[src/rtl/fc2_bias_add.sv]
// fc2_bias_add: FC2 bias consumer. Steps the bias ROM reader with one-cycle
// read-enable pulses, captures each bias word after the ROM latency, adds it
// to the matching accumulator word, then requantises and saturates to int8.
module fc2_bias_add #(
    parameter int NUM_OUT    = 10,
    parameter int ACC_W      = 24,
    parameter int ROM_LAT    = 1,
    parameter int BIAS_SHIFT = 4,
    parameter int OUT_SHIFT  = 8,
    parameter int RELU       = 0
) (
    input  logic                    clk,
    input  logic                    rst_n,
    input  logic                    start,
    output logic                    bias_en,
    input  logic signed [7:0]       bias_data,
    input  logic                    acc_valid,
    input  logic signed [ACC_W-1:0] acc_data,
    output logic                    acc_ready,
    output logic                    out_valid,
    output logic signed [7:0]       out_data,
    input  logic                    out_ready,
    output logic                    busy,
    output logic                    done
);

    typedef enum logic [2:0] {S_IDLE, S_FETCH, S_WAIT, S_ACC, S_OUT} state_t;

    localparam int IDX_W = (NUM_OUT > 1) ? $clog2(NUM_OUT) : 1;
    localparam int LAT_W = (ROM_LAT > 1) ? $clog2(ROM_LAT) : 1;
    // Wide enough that neither the accumulator nor the shifted bias can overflow
    localparam int SUM_W = (ACC_W + 9 > BIAS_SHIFT + 9) ? ACC_W + 9 : BIAS_SHIFT + 9;

    localparam logic [IDX_W-1:0]        LAST_IDX  = IDX_W'(NUM_OUT - 1);
    localparam logic [LAT_W-1:0]        LAST_WAIT = LAT_W'(ROM_LAT - 1);
    localparam logic signed [SUM_W-1:0] SAT_MAX   = SUM_W'(127);
    localparam logic signed [SUM_W-1:0] SAT_MIN   = SUM_W'(-128);

    state_t             state_q, state_d;
    logic [IDX_W-1:0]   idx_q;
    logic [LAT_W-1:0]   wcnt_q;
    logic signed [7:0]  bias_q;
    logic               bias_en_d, acc_ready_d, out_valid_d, busy_d, done_d;
    logic signed [SUM_W-1:0] acc_x, bias_x, sum, q;
    logic signed [7:0]  res;

    wire acc_fire  = (state_q == S_ACC) && acc_valid;
    wire out_fire  = (state_q == S_OUT) && out_ready;
    wire last_idx  = (idx_q == LAST_IDX);
    wire wait_last = (state_q == S_WAIT) && (wcnt_q == LAST_WAIT);

    // State register
    always_ff @(posedge clk or negedge rst_n) begin
        if (!rst_n) state_q <= S_IDLE;
        else        state_q <= state_d;
    end

    // Next-state logic: one enable pulse per neuron, never re-issued
    always_comb begin
        state_d = state_q;
        case (state_q)
            S_IDLE:  if (start) state_d = S_FETCH;
            S_FETCH: state_d = S_WAIT;
            S_WAIT:  if (wait_last) state_d = S_ACC;
            S_ACC:   if (acc_fire) state_d = S_OUT;
            S_OUT:   if (out_fire) state_d = last_idx ? S_IDLE : S_FETCH;
            default: state_d = S_IDLE;
        endcase
    end

    // Output decode from the next state so every output leaves a flop
    always_comb begin
        bias_en_d   = (state_d == S_FETCH);
        acc_ready_d = (state_d == S_ACC);
        out_valid_d = (state_d == S_OUT);
        busy_d      = (state_d != S_IDLE);
        done_d      = out_fire && last_idx;
    end

    // Registered control outputs
    always_ff @(posedge clk or negedge rst_n) begin
        if (!rst_n) begin
            bias_en   <= 1'b0;
            acc_ready <= 1'b0;
            out_valid <= 1'b0;
            busy      <= 1'b0;
            done      <= 1'b0;
        end else begin
            bias_en   <= bias_en_d;
            acc_ready <= acc_ready_d;
            out_valid <= out_valid_d;
            busy      <= busy_d;
            done      <= done_d;
        end
    end

    // Bias add, floor shift, optional ReLU, int8 saturation
    always_comb begin
        acc_x  = {{(SUM_W-ACC_W){acc_data[ACC_W-1]}}, acc_data};
        bias_x = {{(SUM_W-8){bias_q[7]}}, bias_q} <<< BIAS_SHIFT;
        sum    = acc_x + bias_x;
        q      = sum >>> OUT_SHIFT;
        if (RELU != 0 && q < 0) q = '0;
        if (q > SAT_MAX)      res = 8'sd127;
        else if (q < SAT_MIN) res = -8'sd128;
        else                  res = q[7:0];
    end

    // Neuron index, ROM latency counter, bias capture and result register
    always_ff @(posedge clk or negedge rst_n) begin
        if (!rst_n) begin
            idx_q    <= '0;
            wcnt_q   <= '0;
            bias_q   <= '0;
            out_data <= '0;
        end else begin
            if (state_q == S_IDLE)  idx_q <= '0;
            else if (out_fire)      idx_q <= last_idx ? '0 : idx_q + 1'b1;
            if (state_q == S_FETCH)     wcnt_q <= '0;
            else if (state_q == S_WAIT) wcnt_q <= wcnt_q + 1'b1;
            if (wait_last) bias_q   <= bias_data;
            if (acc_fire)  out_data <= res;
        end
    end

endmodule

[config.mk]
export PLATFORM = sky130hd
export DESIGN_NAME = fc2_bias_add
export DESIGN_NICKNAME = d
export VERILOG_FILES = /design/src/rtl/fc2_bias_add.sv
export SDC_FILE = /design/constraint.sdc
export NUM_CORES = 1
export LEC_CHECK = 0
export BUFFER_PORTS_ARGS = -buffer_cell sky130_fd_sc_hd__buf_2
export CORE_MARGIN = 1
export CORE_UTILIZATION = 25
export DETAILED_ROUTE_END_ITERATION = 6
export GPL_ROUTABILITY_DRIVEN = 0
export PLACE_DENSITY = 0.52
export REMOVE_ABC_BUFFERS = 1
export SLEW_MARGIN = 20
export SYNTH_ARGS = -nofsm -noshare
export SYNTH_HDL_FRONTEND = slang
export SYNTH_SLANG_ARGS = --single-unit
[constraint.sdc]
create_clock -name clk -period 7.1 [get_ports clk]
set_input_delay 1.065 -clock clk [delete_from_list [all_inputs] [get_ports clk]]
set_output_delay 1.065 -clock clk [all_outputs]
set_load 0.05 [all_outputs]
# ---- Word level (Yosys, flattened, before mapping)
# Index checks and enable logic that the tools add are counted.
dict set report op_classes {
  eq_ne 8
  muxes 13
  order_cmp 2
  bitwise 1
  n_reduce_logical 8
  n_addsub 3
}
# op count
set op_table {}
lappend op_table {{$add 24x12->25} 1}
lappend op_table {{$gt 17x8->1 const B} 1}
lappend op_table {{$lt 17x8->1 const B} 1}
lappend op_table {{$mux 8} 2}
lappend op_table {{$pmux 3 s5} 1}
lappend op_table {{$mux 3} 4}
lappend op_table {{$mux 4} 3}
lappend op_table {{$eq 3x2->1 const B} 3}
lappend op_table {{$eq 3x1->1 const B} 2}
lappend op_table {{$eq 3x3->1 const B} 2}
lappend op_table {{$add 4x1->4 const B} 1}
lappend op_table {{$eq 4x4->1 const B} 1}
lappend op_table {{$logic_and 1x1->1} 4}
lappend op_table {{$reduce_bool 2->1} 2}
lappend op_table {{$logic_not 3->1} 1}
lappend op_table {{$mux 1} 3}
lappend op_table {{$reduce_bool 3->1} 1}
lappend op_table {{$add 1x1->1 const B} 1}
lappend op_table {{$not 1->1} 1}
dict set report word_totals {
  regBits 29
  wordCells 45
  in_bits 37
}

# ---- Depth between registers and ports, before layout
dict set report logic_depth {
  ltp_word 5
  depth_mapped 10
  mapped_depth_nobuf 9
}

# ---- Worst setup path after synthesis
# Ideal clock, no wire load.
dict set report synth_path {
  path_kind {input to register}
  from {input acc_data[14]}
  to {register out_data[0]}
  path_buffers 1
  slack_ns 3.882
  arrival_time_ns 3.070
  required_ns 6.952
  path_stages 9
  path_cell_list {ha_1 > buf_6 > a211oi_2 > o21bai_2 > or3_1 > o22ai_2 > xnor2_1 > o41ai_4 > o211ai_1}
}
dict set report synth_via {
  elab_chain_cells 4
  elab_cells_between_ends 5
}
# element line
set synth_rtl {}
lappend synth_rtl {{start, declared} 18} ;# input logic signed [ACC_W-1:0] acc_data,
lappend synth_rtl {{$add 24x12->25 *} 101} ;# sum = acc_x + bias_x;
lappend synth_rtl {{$lt 17x8->1} 105} ;# else if (q < SAT_MIN) res = -8'sd128;
lappend synth_rtl {{$mux 8} 105}
lappend synth_rtl {{$mux 8 *} 104} ;# if (q > SAT_MAX) res = 8'sd127;
lappend synth_rtl {{end signal, assigned} 122} ;# if (acc_fire) out_data <= res;
lappend synth_rtl {{end, declared} 21} ;# output logic signed [7:0] out_data,
# Mark *: on every way between the ends. The rest lies on a longest branch, timed or not.
# A chain may end at the register's enable or synchronous reset.

# ---- Worst setup path in the final report
dict set report layout_path {
  from {input acc_data[14]}
  to {register out_data[5]}
}
# The elaborated chain is that of the path after synthesis.

==> Implementation_results.wiki <==
{| class="wikitable"
! Metric !! Value
|-
| Number of warnings reported in the yosys synthesis log || 0
|-
| Initial core utilization || 26.1%
|-
| Period minus WS final || 3510 ps
|-
| Met1 Wirelength || 2.84 mm
|-
| DRT Pass-1 Iters || 4
|-
| Critical path's most frequent cell || sky130_fd_sc_hd__and3_1
|-
| Hold buffer count at CTS || 0
|-
| Type of the setup path with the least slack || in -> reg
|-
| Number of buffers created by CTS || 5
|-
| First-pass GRT wire length || 9.85 mm
|-
| Unique cell type count in the Yosys netlist || 58
|-
| Critical register-to-register path endpoint || out_data[5]$_DFFE_PN0P_
|-
| Overall die area || 0.0101 mm2
|-
| Commonest register cell after synthesis || sky130_fd_sc_hd__dfrtp_1
|-
| Post-detailed-route count of antenna-violating nets || 0
|-
| Final setup vio count || 0
|-
| Leakage power total || 1.23 nW
|-
| Per-cell via count in the routed design || 4.99
|-
| Post-synthesis async set-or-reset flop share || 100%
|-
| Status || complete, no violations
|-
| Series of cell instances along the critical path || buf_2 -> ha_1 -> and3_1 -> and3_1 -> a211oi_2 -> nand2_1 -> xnor2_1 -> nand4bb_1 -> o41ai_4 -> o211ai_1
|-
| Max frequency || 285 MHz
|-
| Worst Path Max Fanout || 7
|-
| Crit Reg-Reg Startpoint || bias_q[7]$_DFFE_PN0P_
|-
| Post-synthesis area per instance || 9.24 um2
|-
| # rows || 35
|-
| Via count || 2184
|-
| Number of synthesized register bits || 29
|-
| Highest ir drop seen on vdd || 170 uV
|-
| Share of the synthesized area in the top cell type || 29.9%
|-
| R2r setup slk || 3760 ps
|-
| Floorplan die height || 101 um
|-
| CTS tree || yes
|-
| Synth area leaders || sky130_fd_sc_hd__dfrtp_1 (30%), sky130_fd_sc_hd__ha_1 (11%), sky130_fd_sc_hd__mux2_2 (4.2%)
|-
| Die width || 101 um
|-
| Antenna cell count || 0
|-
| Worst slew pin tran || 915 ps
|-
| Max Root-Sink Buffers || 2
|-
| Number of nets in the final layout || 366
|-
| Post-synthesis sequential area ratio || 29.9%
|-
| Netlist Area Pre-Place || 0.00243 mm2
|-
| Clk pin slew, worst setup/hold paths || 70 ps
|-
| WL per Instance || 13.7 um
|-
| R2R cell count || 9
|-
| Number of ports placed on the die boundary || 50
|-
| Core region area || 0.00933 mm2
|-
| Pin count of the biggest net entering global routing || 30
|-
| Max-capacitance violation count || 0
|-
| Min-Delay Endpoint || idx_q[3]$_DFFE_PN0P_
|-
| Worst clock skew || 8.16 ps
|-
| P&R area growth vs syn || 18.3%
|-
| Startpoint class of the critical path || primary input
|-
| Worst-skew pair later-pin latency || 280 ps
|-
| Final Max Slew Viols || 0
|-
| Total length of routed met2 wires || 2.89 mm
|-
| Synth top cells by count || sky130_fd_sc_hd__dfrtp_1 (29), sky130_fd_sc_hd__ha_1 (21), sky130_fd_sc_hd__o21ai_0 (20), sky130_fd_sc_hd__nand2_1 (19)
|-
| Estimated wirelength of the detail-placed design || 4.76 mm
|-
| Worst hold-check path type || reg -> reg
|-
| Setup Buffers After CTS || 0
|-
| Cell type of the slowest stage on the worst timing path || sky130_fd_sc_hd__o41ai_4
|-
| Initial antenna violation count || 0
|-
| TNS Setup || 0 ps
|-
| Kind of end point of the critical path || flip-flop
|-
| Overflow left after global routing || 0
|-
| Residual DRC count || 0
|-
| Post-synthesis cell type with the largest combined area || sky130_fd_sc_hd__dfrtp_1
|-
| Post-Syn Instances || 263
|-
| Worst hold margin || 491 ps
|-
| Worst Path Required || 7230 ps
|-
| Setup repair after global routing missed its margin || no
|-
| Critical path arrival || 3640 ps
|-
| Cells on Worst Hold Path || 1
|-
| Total of buffers placed on input and output ports || 45
|-
| PwrDens || 492 mW/mm2
|-
| Count of flip-flops with a built-in enable after synthesis || 0
|-
| Total clock sinks || 29
|-
| Top layer reached by signal wires || met4
|-
| Worst slew margin relative to its limit || 38.5%
|-
| Root Buffer Master || sky130_fd_sc_hd__clkbuf_8
|-
| Drt initial violations || 113
|-
| Max stage delay on crit path || 460 ps
|-
| Beginning of the worst hold path || idx_q[3]$_DFFE_PN0P_
|-
| Detail Route met3 WL || 220 um
|-
| Total of cells resized after clock tree synthesis || 0
|-
| Most common cell in the synthesized netlist || sky130_fd_sc_hd__dfrtp_1
|-
| Total routed wirelength || 6.02 mm
|-
| Final Hold Violating Endpoints || 0
|-
| H-tree depth reported by CTS || 2
|-
| Number of global-route vias before repair || 2103
|-
| Gr usage total || 12.3%
|-
| Post-route fraction of the period consumed by the critical path || 49.4%
|-
| Fraction of layout instances using a drive strength above 1 || 25.6%
|}
## how the worst max path moves through the flow
stage	start	depth (start not counted)	to	slack, ps
after floorplan	acc_data[16]	9	out_data[0]$_DFFE_PN0P_	3870
after global placement	acc_data[16]	10	out_data[6]$_DFFE_PN0P_	3380
after detailed placement	acc_data[16]	10	out_data[5]$_DFFE_PN0P_	3310
after CTS	acc_data[16]	10	out_data[5]$_DFFE_PN0P_	3620
after global routing	acc_data[16]	10	out_data[5]$_DFFE_PN0P_	3450
final	acc_data[14]	10	out_data[5]$_DFFE_PN0P_	3590
## cells by family after synthesis
group | Yosys count | share of synthesized area (%)
muxes | 13 | 5.82
AOI/OAI and AO/OA | 91 | 28.6
DFF | 29 | 29.9
buffers and inverters | 12 | 2.32
adders and majority gates | 21 | 10.8
and+or+nand+nor | 90 | 20.1
xor gates and xnor gates | 7 | 2.52
## sequential cells by signal, summed over array words and instances, names as in the netlist
name	cells
acc_ready	1
bias_en	1
bias_q	8
busy	1
done	1
idx_q	4
out_data	8
out_valid	1
state_q	3
wcnt_q	1
## worst max-delay path, delay by kind of cell
kind | cells | cell delay [ps]
AOI/OAI and AO/OA | 3 | 990
adders and majority gates | 1 | 390
buffers and inverters | 1 | 110
and+or+nand+nor | 4 | 780
xor gates and xnor gates | 1 | 300
## layer usage
metal / vias to the layer above / track usage, %
met4: 0 / 3.34
met2: 42 / 21.3
met1: 1032 / 15.6
met5: - / 0
met3: 6 / 2.22
li1: 1104 / -
## layout by cell type (no fill, tap or decap), types with 3 or more instances in the layout
cell type / Yosys / layout
sky130_fd_sc_hd__nor3_1: 6 / 6
sky130_fd_sc_hd__clkbuf_8: 0 / 6
sky130_fd_sc_hd__a21oi_1: 15 / 15
sky130_fd_sc_hd__nand3_1: 7 / 7
sky130_fd_sc_hd__nand2_1: 19 / 19
sky130_fd_sc_hd__buf_2: 2 / 45
sky130_fd_sc_hd__o21a_1: 8 / 8
sky130_fd_sc_hd__and3_1: 9 / 9
sky130_fd_sc_hd__a211oi_2: 3 / 3
sky130_fd_sc_hd__xnor2_1: 4 / 4
sky130_fd_sc_hd__or3_1: 7 / 7
sky130_fd_sc_hd__mux2_2: 9 / 9
sky130_fd_sc_hd__and2_1: 5 / 5
sky130_fd_sc_hd__dfrtp_1: 29 / 29
sky130_fd_sc_hd__o21ai_0: 20 / 20
sky130_fd_sc_hd__nor2b_1: 4 / 4
sky130_fd_sc_hd__a211oi_1: 3 / 3
sky130_fd_sc_hd__a22oi_1: 8 / 8
sky130_fd_sc_hd__nor2_1: 15 / 15
sky130_fd_sc_hd__mux2i_1: 4 / 4
sky130_fd_sc_hd__nand2b_1: 4 / 4
sky130_fd_sc_hd__ha_1: 21 / 21
sky130_fd_sc_hd__inv_1: 5 / 5
sky130_fd_sc_hd__xor2_1: 3 / 3
sky130_fd_sc_hd__nand4_1: 3 / 3
sky130_fd_sc_hd__o211ai_1: 9 / 9
## power breakdown
| group | switching, mW | total (mW) | leakage [nW] | internal [mW] |
|---|---|---|---|---|
| Sequential | 0.0589 | 0.294 | 0.352 | 0.235 |
| Clock | 0.0641 | 0.142 | 0.0512 | 0.0783 |
| Combinational | 0.600 | 0.980 | 0.831 | 0.380 |
## metrics by stage
step	power (mW)	util, %	instance area, um2	cells	worst slack [ps]
finish	1.42	30.8	2880	438	3590
global route	1.54	30.8	2880	438	3450
CTS	1.43	30.8	2880	438	3620
detailed placement	1.28	29.8	2780	430	3310
global placement	1.27	29.8	2780	430	3380
floorplan	1.07	-	2390	256	3870
## final cells by class
| type | instances | area, um2 |
|---|---|---|
| Inverter | 5 | 18.8 |
| Clock inverter | 2 | 13.8 |
| Timing Repair Buffer | 45 | 225 |
| Clock buffer | 6 | 82.6 |
| Sequential cell | 29 | 726 |
| Multi-Input combinational cell | 222 | 1650 |
| Tap cell | 129 | 161 |
| Fill cell | 988 | 6450 |
No activity file was read; power rests on OpenSTA's default activity.
